===== src/rtl/knn_pkg.sv =====
// Shared types and constants for the kNN query sequencer and its datapath.
//   state_t   : sequencer FSM states
//   IDX_W     : training-sample index / address width
//   LBL_W     : class label width
//   NUM_LABEL : number of label classes (2**LBL_W)
//   DIST_MAX  : all-ones distance the datapath substitutes for invalid feed slots
package knn_pkg;

  localparam int unsigned IDX_W     = 8;
  localparam int unsigned LBL_W     = 2;
  localparam int unsigned NUM_LABEL = 4;
  localparam int unsigned NUM_BIT   = 16;
  localparam int unsigned CNT_W     = 4;

  localparam logic [NUM_BIT-1:0] DIST_MAX = {NUM_BIT{1'b1}};

  typedef enum logic [2:0] {
    IDLE,
    CLEAR,
    FEED,
    DRAIN,
    VOTE,
    DONE
  } state_t;

endpackage


===== src/rtl/knn_seq_ctrl_if.sv =====
// Query/feed bundle between the kNN sequencer (slave) and its host/datapath (master).
//   start, n_train      : query request and training-sample count (host -> ctrl)
//   busy, done, class_out : query status and result (ctrl -> host)
//   mem_rd_en, mem_addr : sample memory read port (ctrl -> datapath)
//   feed_valid, feed_index, sort_clr : sort-chain input tags and clear (ctrl -> datapath)
//   label_nn_vec        : labels held by sort stages K-1..0, stage 0 in the LSBs
interface knn_seq_ctrl_if #(
  parameter int unsigned K = 5
);
  import knn_pkg::*;

  logic                 start;
  logic [IDX_W-1:0]     n_train;
  logic                 busy;
  logic                 done;
  logic [LBL_W-1:0]     class_out;
  logic                 mem_rd_en;
  logic [IDX_W-1:0]     mem_addr;
  logic                 feed_valid;
  logic [IDX_W-1:0]     feed_index;
  logic                 sort_clr;
  logic [LBL_W*K-1:0]   label_nn_vec;

  modport master (
    output start, n_train, label_nn_vec,
    input  busy, done, class_out, mem_rd_en, mem_addr, feed_valid, feed_index, sort_clr
  );

  modport slave (
    input  start, n_train, label_nn_vec,
    output busy, done, class_out, mem_rd_en, mem_addr, feed_valid, feed_index, sort_clr
  );

endinterface


===== src/rtl/knn_vote.sv =====
// Combinational majority vote over the K nearest-neighbour labels.
//   label_nn_vec : labels of stages K-1..0, stage 0 in the LSBs
//   vote_class   : label with the highest count; ties go to stage 0's label when it is
//                  among the tied, otherwise to the lowest tied label
//   max_cnt      : occurrence count of the winning label
module knn_vote
  import knn_pkg::*;
#(
  parameter int unsigned K = 5
) (
  input  logic [LBL_W*K-1:0] label_nn_vec,
  output logic [LBL_W-1:0]   vote_class,
  output logic [CNT_W-1:0]   max_cnt
);

  logic [CNT_W-1:0] cnt [NUM_LABEL];
  logic [LBL_W-1:0] lbl0;
  logic             found;

  assign lbl0 = label_nn_vec[LBL_W-1:0];

  always_comb begin
    for (int l = 0; l < NUM_LABEL; l++) begin
      cnt[l] = '0;
    end
    for (int s = 0; s < K; s++) begin
      cnt[label_nn_vec[s*LBL_W +: LBL_W]] = cnt[label_nn_vec[s*LBL_W +: LBL_W]] + 4'd1;
    end

    max_cnt = '0;
    for (int l = 0; l < NUM_LABEL; l++) begin
      if (cnt[l] > max_cnt) max_cnt = cnt[l];
    end

    vote_class = '0;
    found      = 1'b0;
    if (cnt[lbl0] == max_cnt) begin
      // Nearest neighbour's label wins any tie it takes part in.
      vote_class = lbl0;
      found      = 1'b1;
    end
    for (int l = 0; l < NUM_LABEL; l++) begin
      if (!found && cnt[l] == max_cnt) begin
        vote_class = l[LBL_W-1:0];
        found      = 1'b1;
      end
    end
  end

endmodule


===== src/rtl/knn_seq_ctrl.sv =====
// kNN query sequencer: clears the K-stage insertion-sort chain, streams n_train sample
// addresses, tags the chain input with valid/index (delayed PIPE_LAT cycles), waits for the
// last sample to pass all stages, then votes the K labels and pulses done.
//   clk, rst_n : clock, asynchronous active-low reset
//   bus        : knn_seq_ctrl_if slave modport (query handshake, memory and chain controls)
// The interface instance must be built with the same K as this module.
module knn_seq_ctrl
  import knn_pkg::*;
#(
  parameter int unsigned K        = 5,
  parameter int unsigned PIPE_LAT = 3
) (
  input logic          clk,
  input logic          rst_n,
  knn_seq_ctrl_if.slave bus
);

  localparam logic [4:0] LastDrain = 5'(PIPE_LAT + K - 1);

  state_t            state_q;
  logic [IDX_W-1:0]  ntr_q;
  logic              busy_q;
  logic              done_q;
  logic [LBL_W-1:0]  class_q;
  logic              rd_en_q;
  logic [IDX_W-1:0]  addr_q;
  logic              clr_q;
  logic [4:0]        drain_q;

  logic [PIPE_LAT-1:0] dl_valid_q;
  logic [IDX_W-1:0]    dl_index_q [PIPE_LAT];

  logic [LBL_W-1:0]  vote_class;
  logic [CNT_W-1:0]  vote_max;

  knn_vote #(
    .K(K)
  ) u_vote (
    .label_nn_vec (bus.label_nn_vec),
    .vote_class   (vote_class),
    .max_cnt      (vote_max)
  );

  always_ff @(posedge clk or negedge rst_n) begin
    if (!rst_n) begin
      state_q <= IDLE;
      ntr_q   <= '0;
      busy_q  <= 1'b0;
      done_q  <= 1'b0;
      class_q <= '0;
      rd_en_q <= 1'b0;
      addr_q  <= '0;
      clr_q   <= 1'b0;
      drain_q <= '0;
    end else begin
      unique case (state_q)
        IDLE: begin
          if (bus.start) begin
            ntr_q   <= bus.n_train;
            busy_q  <= 1'b1;
            clr_q   <= 1'b1;
            state_q <= CLEAR;
          end
        end
        CLEAR: begin
          clr_q <= 1'b0;
          if (ntr_q == '0) begin
            state_q <= VOTE;
          end else begin
            rd_en_q <= 1'b1;
            addr_q  <= '0;
            state_q <= FEED;
          end
        end
        FEED: begin
          if (addr_q == ntr_q - 8'd1) begin
            rd_en_q <= 1'b0;
            addr_q  <= '0;
            drain_q <= '0;
            state_q <= DRAIN;
          end else begin
            addr_q <= addr_q + 8'd1;
          end
        end
        DRAIN: begin
          // Last sample needs PIPE_LAT cycles to reach the chain and K more to settle.
          if (drain_q == LastDrain) begin
            state_q <= VOTE;
          end else begin
            drain_q <= drain_q + 5'd1;
          end
        end
        VOTE: begin
          class_q <= (ntr_q == '0) ? '0 : vote_class;
          done_q  <= 1'b1;
          state_q <= DONE;
        end
        DONE: begin
          done_q  <= 1'b0;
          busy_q  <= 1'b0;
          state_q <= IDLE;
        end
        default: state_q <= IDLE;
      endcase
    end
  end

  // Models the memory + distance latency so valid/index line up with the distance.
  always_ff @(posedge clk or negedge rst_n) begin
    if (!rst_n) begin
      dl_valid_q <= '0;
      for (int i = 0; i < PIPE_LAT; i++) begin
        dl_index_q[i] <= '0;
      end
    end else begin
      dl_valid_q[0] <= rd_en_q;
      dl_index_q[0] <= addr_q;
      for (int i = 1; i < PIPE_LAT; i++) begin
        dl_valid_q[i] <= dl_valid_q[i-1];
        dl_index_q[i] <= dl_index_q[i-1];
      end
    end
  end

  assign bus.busy       = busy_q;
  assign bus.done       = done_q;
  assign bus.class_out  = class_q;
  assign bus.mem_rd_en  = rd_en_q;
  assign bus.mem_addr   = addr_q;
  assign bus.sort_clr   = clr_q;
  assign bus.feed_valid = dl_valid_q[PIPE_LAT-1];
  assign bus.feed_index = dl_index_q[PIPE_LAT-1];

  // Any K >= 1 labels give the winner at least one vote.
  a_vote_nonempty: assert property (@(posedge clk) disable iff (!rst_n)
    state_q == VOTE |-> vote_max != '0);

endmodule

===== src/flat_wrapper.sv =====
// flat-port wrapper written by rule: the top's interface ports become plain ports
module knn_seq_ctrl_flat import knn_pkg::*;
#(
  parameter int unsigned K        = 5,
  parameter int unsigned PIPE_LAT = 3
)
  (clk, rst_n, bus_start, bus_n_train, bus_label_nn_vec, bus_busy, bus_done, bus_class_out, bus_mem_rd_en, bus_mem_addr, bus_feed_valid, bus_feed_index, bus_sort_clr);
  knn_seq_ctrl_if #(.K(K)) bus_i ();
  input logic clk;
  input logic rst_n;
  input wire logic [$bits(bus_i.start)-1:0] bus_start;
  input wire logic [$bits(bus_i.n_train)-1:0] bus_n_train;
  input wire logic [$bits(bus_i.label_nn_vec)-1:0] bus_label_nn_vec;
  output wire logic [$bits(bus_i.busy)-1:0] bus_busy;
  output wire logic [$bits(bus_i.done)-1:0] bus_done;
  output wire logic [$bits(bus_i.class_out)-1:0] bus_class_out;
  output wire logic [$bits(bus_i.mem_rd_en)-1:0] bus_mem_rd_en;
  output wire logic [$bits(bus_i.mem_addr)-1:0] bus_mem_addr;
  output wire logic [$bits(bus_i.feed_valid)-1:0] bus_feed_valid;
  output wire logic [$bits(bus_i.feed_index)-1:0] bus_feed_index;
  output wire logic [$bits(bus_i.sort_clr)-1:0] bus_sort_clr;
  assign bus_i.start = bus_start;
  assign bus_i.n_train = bus_n_train;
  assign bus_i.label_nn_vec = bus_label_nn_vec;
  assign bus_busy = bus_i.busy;
  assign bus_done = bus_i.done;
  assign bus_class_out = bus_i.class_out;
  assign bus_mem_rd_en = bus_i.mem_rd_en;
  assign bus_mem_addr = bus_i.mem_addr;
  assign bus_feed_valid = bus_i.feed_valid;
  assign bus_feed_index = bus_i.feed_index;
  assign bus_sort_clr = bus_i.sort_clr;
  knn_seq_ctrl #(.K(K), .PIPE_LAT(PIPE_LAT)) u_core (.clk(clk), .rst_n(rst_n), .bus(bus_i));
endmodule

===== config.mk =====
export PLATFORM = sky130hd
export DESIGN_NAME = knn_seq_ctrl_flat
export DESIGN_NICKNAME = d
export VERILOG_FILES = /design/src/rtl/knn_pkg.sv /design/src/rtl/knn_seq_ctrl_if.sv /design/src/rtl/knn_vote.sv /design/src/rtl/knn_seq_ctrl.sv /design/src/flat_wrapper.sv
export SDC_FILE = /design/constraint.sdc
export NUM_CORES = 1
export LEC_CHECK = 0
export CELL_PAD_IN_SITES_DETAIL_PLACEMENT = 1
export CELL_PAD_IN_SITES_GLOBAL_PLACEMENT = 2
export CORE_MARGIN = 8
export CORE_UTILIZATION = 30
export DETAILED_ROUTE_END_ITERATION = 8
export PLACE_DENSITY = 0.75
export SLEW_MARGIN = 10
export SYNTH_ARGS = -nofsm -noshare
export SYNTH_HDL_FRONTEND = slang
export SYNTH_SLANG_ARGS = --single-unit

===== constraint.sdc =====
create_clock -name clk -period 4.6 [get_ports clk]
set_input_delay 0.92 -clock clk [delete_from_list [all_inputs] [get_ports clk]]
set_output_delay 0.92 -clock clk [all_outputs]
set_load 0.05 [all_outputs]

* Word-level counts from Yosys, hierarchy flattened *
Index checks and enable logic that the tools add are counted.

storage, ports and cells
  flip-flop bits (word level) = 57
  output and inout port bits = 23

cells by class
  add/sub/neg operators = 8
  magnitude comparators = 14
  equal/unequal tests = 17
  mux-type cells = 64
  bitwise operators = 6
  reduce and logical (&&, ||, !) cells = 27

operator list
  operator             count
  $mux 4               21
  $bwmux 16            4
  $bmux 4 s2           6
  $demux 4 s2          5
  $add 4x1->4 const B  5
  $eq 4x4->1           5
  $and 16x16->16       1
  $mux 8               2
  $pmux 8 s2           1
  $ge 3x3->1 const B   5
  $lt 3x1->1 const B   5
  $not 2->3            5
  $pmux 3 s5           1
  $gt 4x4->1           3
  $mux 2               6
  $mux 3               4
  $mux 5               2
  $pmux 5 s2           1
  $reduce_bool 2->1    5
  $logic_and 1x1->1    9
  $reduce_and 3->1     3
  $add 8x1->8 const B  1
  $eq 8x8->1           1
  $logic_not 8->1      1
  other kinds (14)     34

* Depth between registers and ports, before layout *
Gate-level depths: netlist of the first run.

  depth in word-level cells = 49
  depth in mapped cells = 44

* Modules after synthesis *
Synthesis of the first run repeated with hierarchy kept, for this count alone.

unflattened totals
  cells, all modules = 511
  area, all modules = 4,908.5 sq um

modules (own cells, without submodules)
  module        times used  cells an instance  area each (sq um)
  knn_vote      1           299                2,478.6
  knn_seq_ctrl  1           212                2,429.8

* Worst setup path before layout of the first run *
No wires, ideal clock.

  path kind = input-to-reg
  from = input bus_label_nn_vec[0]
  to = register u_core.class_q[0] (netlist: u_core.bus.class_out[0])
  arrival = 9.766 ns
  required time = 4.459 ns
  slack = -5.307 ns
  cell stages on the path = 39
  path through = buf_2 > buf_1 > o211a_1 > a311oi_1 > a221oi_1 > ha_1 > nor3_1 > a211oi_1 > ha_1 > or3b_2 > nand2_1 > a31oi_1 > or4_4 > ha_1 > mux2i_1 > a41oi_2 > ha_1 > nor2b_1 > (+3 left out) > a21oi_1 > nand2b_1 > inv_1 > ha_1 > a21o_1 > o21a_1 > buf_1 > or3_4 > and3_1 > ha_1 > and4_1 > a21oi_1 > o221ai_1 > xnor2_1 > or4_1 > and3_1 > a22oi_1 > o221ai_1

between the ends
  longest elaborated chain between the ends = 49
  elaborated cells between the ends (all ways) = 65
  those cells by class = add/sub (5); order compare (6); eq/ne (5); mux (38); bitwise (2); reduce/logical (9)

ends and longest elaborated chain
  element                                                            RTL line                        RTL
  start, declared                                                    flat_wrapper.sv:13              input wire logic [$bits(bus_i.label_nn_vec)-1:0] bus_label_nn_vec;
  $not 2->3 (not written as such)                                    knn_vote.sv:27, knn_vote.sv:37
  $bmux 4 s2, or another cell as far along                           knn_vote.sv:27                  cnt[label_nn_vec[s*LBL_W +: LBL_W]] = cnt[label_nn_vec[s*LBL_W +: LBL_W]] + 4'd1;
  $mux 4 (not written as such) or $logic_and 1x1->1 (tied branches)  knn_vote.sv:27
  $mux 4 (not written as such)                                       knn_vote.sv:27
  $add 4x1->4 or $demux 4 s2 (tied branches)                         knn_vote.sv:27
  $and 16x16->16 (no line)                                           n/a
  $bmux 4 s2                                                         knn_vote.sv:27
  $mux 4 (not written as such) (2 in a row)                          knn_vote.sv:27
  (+32 left out)                                                     n/a
  $mux 1                                                             knn_vote.sv:43                  if (!found && cnt[l] == max_cnt) begin
  $logic_not 1->1                                                    knn_vote.sv:43
  $logic_and 1x1->1                                                  knn_vote.sv:43
  $mux 1                                                             knn_vote.sv:43
  $logic_not 1->1                                                    knn_vote.sv:43
  $logic_and 1x1->1                                                  knn_vote.sv:43
  $mux 2 *                                                           knn_vote.sv:43
  $mux 2 *                                                           knn_seq_ctrl.sv:94              class_q <= (ntr_q == '0) ? '0 : vote_class;
  end signal, assigned                                               knn_seq_ctrl.sv:94
  end, declared                                                      knn_seq_ctrl.sv:24              logic [LBL_W-1:0] class_q;

Mark *: on every way between the ends. The rest lies on a longest branch, timed or not. The select of a mux whose other input is x is not followed.
A chain may end at the register's enable or synchronous reset.

* Worst setup path after layout of the first run *
  from = input bus_label_nn_vec[3]
  to = register u_core.class_q[1] (netlist: u_core.bus.class_out[1])

between the ends
  longest elaborated chain between the ends = 44
  elaborated cells between the ends (all ways) = 60
  those cells by class = add/sub (4); order compare (6); eq/ne (5); mux (35); bitwise (1); reduce/logical (9)

ends and longest elaborated chain
  element                                                            RTL line
  $not 2->3 (not written as such) *                                  knn_vote.sv:27
  $bmux 4 s2, or another cell as far along                           knn_vote.sv:27
  $mux 4 (not written as such) or $logic_and 1x1->1 (tied branches)  knn_vote.sv:27
  $mux 4 (not written as such)                                       knn_vote.sv:27
  $add 4x1->4 or $demux 4 s2 (tied branches)                         knn_vote.sv:27
  $bwmux 16 *                                                        knn_vote.sv:27
  $bmux 4 s2                                                         knn_vote.sv:27
  $mux 4 (not written as such) (2 in a row)                          knn_vote.sv:27
  (+27 left out)                                                     n/a
  $mux 1                                                             knn_vote.sv:43
  $logic_not 1->1                                                    knn_vote.sv:43
  $logic_and 1x1->1                                                  knn_vote.sv:43
  $mux 1                                                             knn_vote.sv:43
  $logic_not 1->1                                                    knn_vote.sv:43
  $logic_and 1x1->1                                                  knn_vote.sv:43
  $mux 2 *                                                           knn_vote.sv:43
  $mux 2 *                                                           knn_seq_ctrl.sv:94

Marks and branches as above.

==> results.tsv, run 1 <==
stage	metric	value	unit
placed_design	io_buffer_count	43	
yosys	yosysMostFrequentCell	dfrtp_1	
sta	max_freq	112	MHz
yosys	yosysSeqAreaShare	29.7	%
routing	ant_nets	0	
global_routing	grt_max_degree	58	
clock_tree	cts_tree	yes	
die	die_area	0.0203	mm2
die	io_pins	44	
die	fp.coreArea	0.0158	mm2
global_routing	grt_pass1_vias	5893	
yosys	synth_seq_cells	57	
final_layout	fillers	1834	
sta	finalHoldViolCount	0	
sta	fin_crit	8.93	ns
routing	dr.pass1.iters	4	
yosys	synthTopCellsByCount	dfrtp_1, nand2_1, nor2_1	
placed_design	post_dp_cell_area	0.00671	mm2
yosys	synth-main-ff-cell	dfrtp_1	
clock_tree	cts_buffers	9	
clock_tree	root_buffer	clkbuf_16	
sta	timing.hold.ws	0.349	ns
worst_setup_path	critPathBufInv	10	
pwr	ir_worst_vdd	0.279	mV
sta	fin_worst_skew	0.00962	ns
yosys	synth_cell_types	79	
clock_tree	clock_sinks	57	
sta	max_slew_margin	28.7	%
die	die_x	142	um
clock_tree	h-tree-depth	3	
sta	setup_ws	-4.33	ns
yosys	async_flop_share	100	%
worst_setup_path	critPathLaunchType	input port	
yosys	avgSynthCellArea	8.83	um2
status	violations	negative setup slack	
clock_tree	worstSkewPairLatency	0.33	ns
final_layout	final_core_util	50.7	%
final_layout	antenna_cells	0	
die	initial_core_util	30.4	%
routing	vias	5217	
yosys	synth_top_area_cell	dfrtp_1	
status	outcome	finished, violations left	
worst_setup_path	arrival	9.12	ns
global_routing	overflow	0	
worst_setup_path	critPathMaxStageDelay	0.58	ns
placed_design	gp_congestion	0.921	
worst_setup_path	setup.worst_path.end_class	flip-flop	
final_layout	nets	841	
routing	drt_iter0_drc	291	
global_routing	grt_use_total	19.1	%
sta	tightest_slew	1.04	ns
final_layout	drive_above_1_share	45.5	%
sta	rsz0062_at_grt	true	
global_routing	grt_antenna_before_repair	0	
yosys	netlist_instances	543	
worst_setup_path	critPathTopFamily	simple AND/OR/NAND/NOR gates	
pwr	p_leak	0.00361	uW
yosys	synth.area.top_cells	dfrtp_1, xor2_1, ha_1	
pwr	powerDensity	593	mW/mm2
yosys	synth-edff-count	0	
worst_setup_path	crit_slowest_cell	or4_4	
min_path	hp-class	flip-flop to flip-flop	
worst_setup_path	cp_max_fo	8	
yosys	ys_warn_count	0	
final_layout	area_growth	66.6	%
sta	slew_viol_final	0	
worst_setup_path	cp_data_required_time	4.79	ns
clock_tree	clk_pin_slew	0.05	ns
worst_setup_path	cp_common_cell	buf_4	
final_layout	design_area	0.00799	mm2
sta	setup_viol	2	
worst_setup_path	crit_type	input port to flip-flop	
die	die_h	142	um
global_routing	grt_pass1_wl	30500	um
routing	drc	0	
yosys	netlist_area	0.00479	mm2
yosys	synth_top_area_share	29.7	%
placed_design	place_hpwl	13700	um
flow_run	cap_violations	0	
sta	setup_tns	-8.66	ns
routing	viasPerCell	5.10	
yosys	syn-num-nets	582	
routing	route.detailed.wl_per_inst	19.0	um
clock_tree	clock_path_buffers	2	
die	num_rows	46	
sta	fin_crit_sh	194	%
routing	drt-total-wl	19400	um
-- report_power, final --
group / total [uW] / switching [uW] / internal, uW
registers: 761 / 136 / 625
clock network: 705 / 222 / 483
logic: 3270 / 1640 / 1630
-- per-layer routing --
metal	vias up	track usage (%)	wire [um]
met1	2600	21.3	7940
met3	34	2.42	637
met2	98	36.0	10400
li1	2485	-	-
met4	0	7.27	478
met5	-	0	0
-- worst paths after layout --
check	from	endpoint	slack [ns]	depth (start not counted)
max	bus_label_nn_vec[3]	u_core.bus.class_out[1]	-4.33	42
min	u_core.dl_index_q[13]	u_core.bus.feed_index[5]	0.35	0
max reg2reg	u_core.ntr_q[2]	u_core.bus.mem_addr[2]	1.35	9
min reg2reg	u_core.dl_index_q[13]	u_core.bus.feed_index[5]	0.35	0
max in group asynchronous	rst_n	u_core.bus.feed_index[4]	3.39	2
min in group asynchronous	rst_n	u_core.bus.done	0.73	2
-- final cells by class --
cell class | count | area (um2) | area share (%)
Sequential cell | 57 | 1430 | 17.9
Clock buffer | 10 | 239 | 2.99
Timing Repair Buffer | 284 | 2290 | 28.6
Multi-Input combinational cell | 431 | 3610 | 45.2
Tap cell | 216 | 270 | 3.38
Inverter | 19 | 73.8 | 0.924
Clock inverter | 5 | 80.1 | 1.00
-- cells in the final DEF (no fill, tap or decap), types with 12 or more instances in the layout --
cell type,n
buf_4,221
buf_6,18
clkdlybuf4s50_1,35
dfrtp_1,57
ha_1,12
inv_1,15
nand2_1,44
nand3_1,13
nor2_1,41
o21ai_0,31
xnor2_1,23
xor2_1,24
-- metrics by stage --
| step | setup slack [ns] | total power (uW) | cells |
|---|---|---|---|
| 2_1_floorplan | -4.31 | 2470 | 543 |
| 5_1_grt | -4.61 | 5050 | 1022 |
| 4_1_cts | -4.34 | 4580 | 1015 |
| 3_3_place_gp | -5.13 | 3310 | 934 |
| 3_5_place_dp | -5.47 | 3450 | 934 |
| 6_report | -4.33 | 4740 | 1022 |
-- cells by family (layout without fill, tap and decap cells) --
group                    count (synthesis)  count (layout)  synth area share (%)
adder cells (fa/ha/maj)                 18              18                  4.70
AO/OA/AOI/OAI                          130             130                  19.8
buffers and inverters                   55             318                  5.51
flip-flops                              57              57                  29.7
multiplexers                            14              14                  3.94
AND/OR/NAND/NOR                        209             209                  23.2
XOR/XNOR                                60              60                  13.2
-- sequential cells by signal (all words and copies together), names as in the netlist --
register / count
u_core.dl_index_q: 16
u_core.state_q: 3
u_core.bus.mem_rd_en: 1
u_core.bus.busy: 1
u_core.bus.sort_clr: 1
u_core.bus.done: 1
u_core.ntr_q: 8
u_core.dl_valid_q: 3
u_core.bus.class_out: 2
u_core.drain_q: 5
u_core.bus.feed_index: 8
u_core.bus.mem_addr: 8
-- timing repair --
| action | in CTS | in global routing |
|---|---|---|
| gates resized for setup | 72 | 50 |
| pin swaps | 36 | 31 |
| hold buffers | 0 | 0 |
| cloned | 3 | 0 |
| setup buffers | 63 | 11 |
| endpoints found under the setup margin | 2 | 2 |
No activity file was read; power rests on OpenSTA's default activity.
==> run 2, diff against run 1 <==
Settings changed: CTS_CLUSTER_DIAMETER set to 150, MAX_ROUTING_LAYER set to met4.
Clock period 4.6 ns to 11 ns, I/O delays scaled along.
==> results.tsv, run 2 (synthesis gave the netlist of run 1 again) <==
stage	metric	value	unit	change
sta	fin_crit_sh	97.0	%	
die	fp.coreArea	0.0158	mm2	unchanged
die	io_pins	44		unchanged
clock_tree	clk_pin_slew	0.05	ns	about the same
pwr	ir_worst_vdd	0.134	mV	-52%
clock_tree	root_buffer	clkbuf_16		
die	die_area	0.0203	mm2	unchanged
min_path	hp-start	u_core.dl_index_q[15]		
final_layout	instances_no_fill	890		-13%
final_layout	final_core_util	41.8	%	-8.9 points
pwr	p_leak	0.00288	uW	-20%
die	num_rows	46		unchanged
final_layout	design_area	0.00659	mm2	-18%
sta	rsz0062_at_grt	true		
worst_setup_path	setup.worst_path.end_class	flip-flop		
sta	tightest_slew	1.25	ns	+0.211 ns
clock_tree	worstSkewPairLatency	0.32	ns	about the same
placed_design	gp_congestion	0.904		-1.8%
clock_tree	h-tree-depth	3		unchanged
routing	drt_iter0_drc	221		-24%
sta	fin_crit	10.67	ns	
sta	max_slew_margin	15.6	%	-13 points
global_routing	grt_max_degree	58		unchanged
sta	max_freq	93.8	MHz	
worst_setup_path	r2r_end	u_core.bus.mem_addr[6]		
worst_setup_path	cp_common_cell	ha_1		
final_layout	largest_reg_flops	16		unchanged
global_routing	grt_antenna_before_repair	0		unchanged
placed_design	post_dp_cell_area	0.00601	mm2	-10%
routing	met1_length	7350	um	-7.4%
pwr	powerDensity	268	mW/mm2	-55%
global_routing	overflow	0		unchanged
worst_setup_path	crit_slowest_cell	or4_4		
routing	drt-total-wl	16000	um	-18%
routing	route.detailed.wl_per_inst	18.0	um	-5.6%
placed_design	place_ws	-0.518	ns	+4.95 ns
worst_setup_path	worst-r2r-cell-count	9		unchanged
worst_setup_path	critPathMaxStageDelay	0.52	ns	-0.06 ns
clock_tree	clock_path_buffers	2		unchanged
routing	met3_length	357	um	-44%
final_layout	drive_above_1_share	26.6	%	-19 points
final_layout	area_growth	37.4	%	
die	die_h	142	um	unchanged
global_routing	grt_pass1_vias	4832		-18%
placed_design	io_buffer_count	43		unchanged
worst_setup_path	arrival	10.89	ns	+1.77 ns
routing	wl_met2	8070	um	-22%
clock_tree	cts_tree	yes		
sta	setup_viol	0		-2
min_path	min_path_cells	0		unchanged
clock_tree	cts_buffers	9		unchanged
sta	fin_worst_skew	0.00497	ns	-0.00465 ns
flow_run	cap_violations	0		unchanged
routing	viasPerCell	5.14		+0.68%
sta	setup_ws	0.335	ns	+4.67 ns
worst_setup_path	r2r-start	u_core.ntr_q[2]		
final_layout	layout_commonest_cell	buf_4		
worst_setup_path	cp_data_required_time	11.23	ns	+6.44 ns
routing	highest_layer	met4		
die	initial_core_util	30.4	%	unchanged
routing	ant_nets	0		unchanged
sta	slew_viol_final	0		unchanged
global_routing	grt_use_total	16.2	%	-2.9 points
routing	vias	4574		-12%
worst_setup_path	critPathBufInv	9		-1
worst_setup_path	reg2reg_setup_slack	7.89	ns	+6.54 ns
sta	finalHoldViolCount	0		unchanged
final_layout	top_register	u_core.dl_index_q		
min_path	hp-class	flip-flop to flip-flop		
final_layout	final_cell_mix	buf_4, dfrtp_1, nand2_1, nor2_1, clkdlybuf4s50_1		
placed_design	place_hpwl	12300	um	-10%
sta	setup_tns	0	ns	+8.66 ns
worst_setup_path	critPathTopFamily	compound AO/OA/AOI/OAI gates		
placed_design	dp_cells	859		-8.0%
worst_setup_path	cp_max_fo	15		+7
global_routing	grt_pass1_wl	25600	um	-16%
die	die_x	142	um	unchanged
routing	dr.pass1.iters	4		unchanged
min_path	hold_end	u_core.bus.feed_index[7]		
worst_setup_path	critPathLaunchType	input port		
worst_setup_path	crit_type	input port to flip-flop		
routing	drc	0		unchanged
final_layout	nets	708		-16%
status	outcome	complete, no violations		
final_layout	antenna_cells	0		unchanged
clock_tree	clock_sinks	57		unchanged
run 2: cell count changes in the layout (fill, tap and decap cells not counted), moves of 4 or more:
cell / delta
clkdlybuf4s50_1: +4
o21ai_1: +5
nand2b_1: +5
nand2b_4: -5
buf_2: -5
buf_6: -17
ha_4: -5
nor2_1: +4
ha_1: +5
nand2_1: +5
buf_4: -115
run 2: how the worst max path moves through the flow:
stage	from	slack [ns]	end	cells after the start
global placement	bus_label_nn_vec[5]	-0.26	u_core.bus.class_out[0]	42
floorplan	bus_label_nn_vec[0]	0.05	u_core.bus.class_out[0]	40
global route	bus_label_nn_vec[1]	-0.10	u_core.bus.class_out[0]	44
CTS	bus_label_nn_vec[4]	0.04	u_core.bus.class_out[1]	44
finish	bus_label_nn_vec[3]	0.33	u_core.bus.class_out[1]	44
detailed placement	bus_label_nn_vec[5]	-0.52	u_core.bus.class_out[1]	42
run 2: timing repair:
item	4_1_cts	5_1_grt
setup buffers	2	13
pin swaps	2	16
endpoints found under the setup margin	2	2
hold buffers	0	0
gates resized for setup	10	27
run 2: area by class of cell:
cell class	count	area (um2)
Inverter	19	71.3
Multi-Input combinational cell	431	3270
Timing Repair Buffer	151	1250
Fill cell	1850	9180
Sequential cell	57	1430
Tap cell	216	270
Clock buffer	11	243
Clock inverter	5	55.1
run 2: stage by stage:
stage / hold slack (ns) / power, uW
floorplan: 0.331 / 963
global placement: 0.332 / 1320
detailed placement: 0.336 / 1350
CTS: 0.348 / 1650
global route: 0.351 / 1880
finish: 0.347 / 1760
run 2: report_power, final:
group | leakage [uW] | switching [uW] | internal [uW]
logic | 0.00200 | 614 | 556
registers | 0.000739 | 60.2 | 261
clock network | 0.000142 | 91.9 | 180
run 2: worst reg2reg max path, stage by stage, from the launching register on:
cell and delay [ns]:
dfrtp_1 0.44, nor3_1 0.38, and3_1 0.26, a211o_1 0.14, nand3_1 0.07, a2111oi_0 0.81
nand3b_1 0.46, nor2_1 0.11, o21ai_0 0.19, o41ai_1 0.11
run 2: routing by layer:
layer	track usage [%]	vias up
met1	20.2	2287
met4	3.64	0
met3	2.28	19
li1	-	2209
met5	-	-
met2	27.2	59
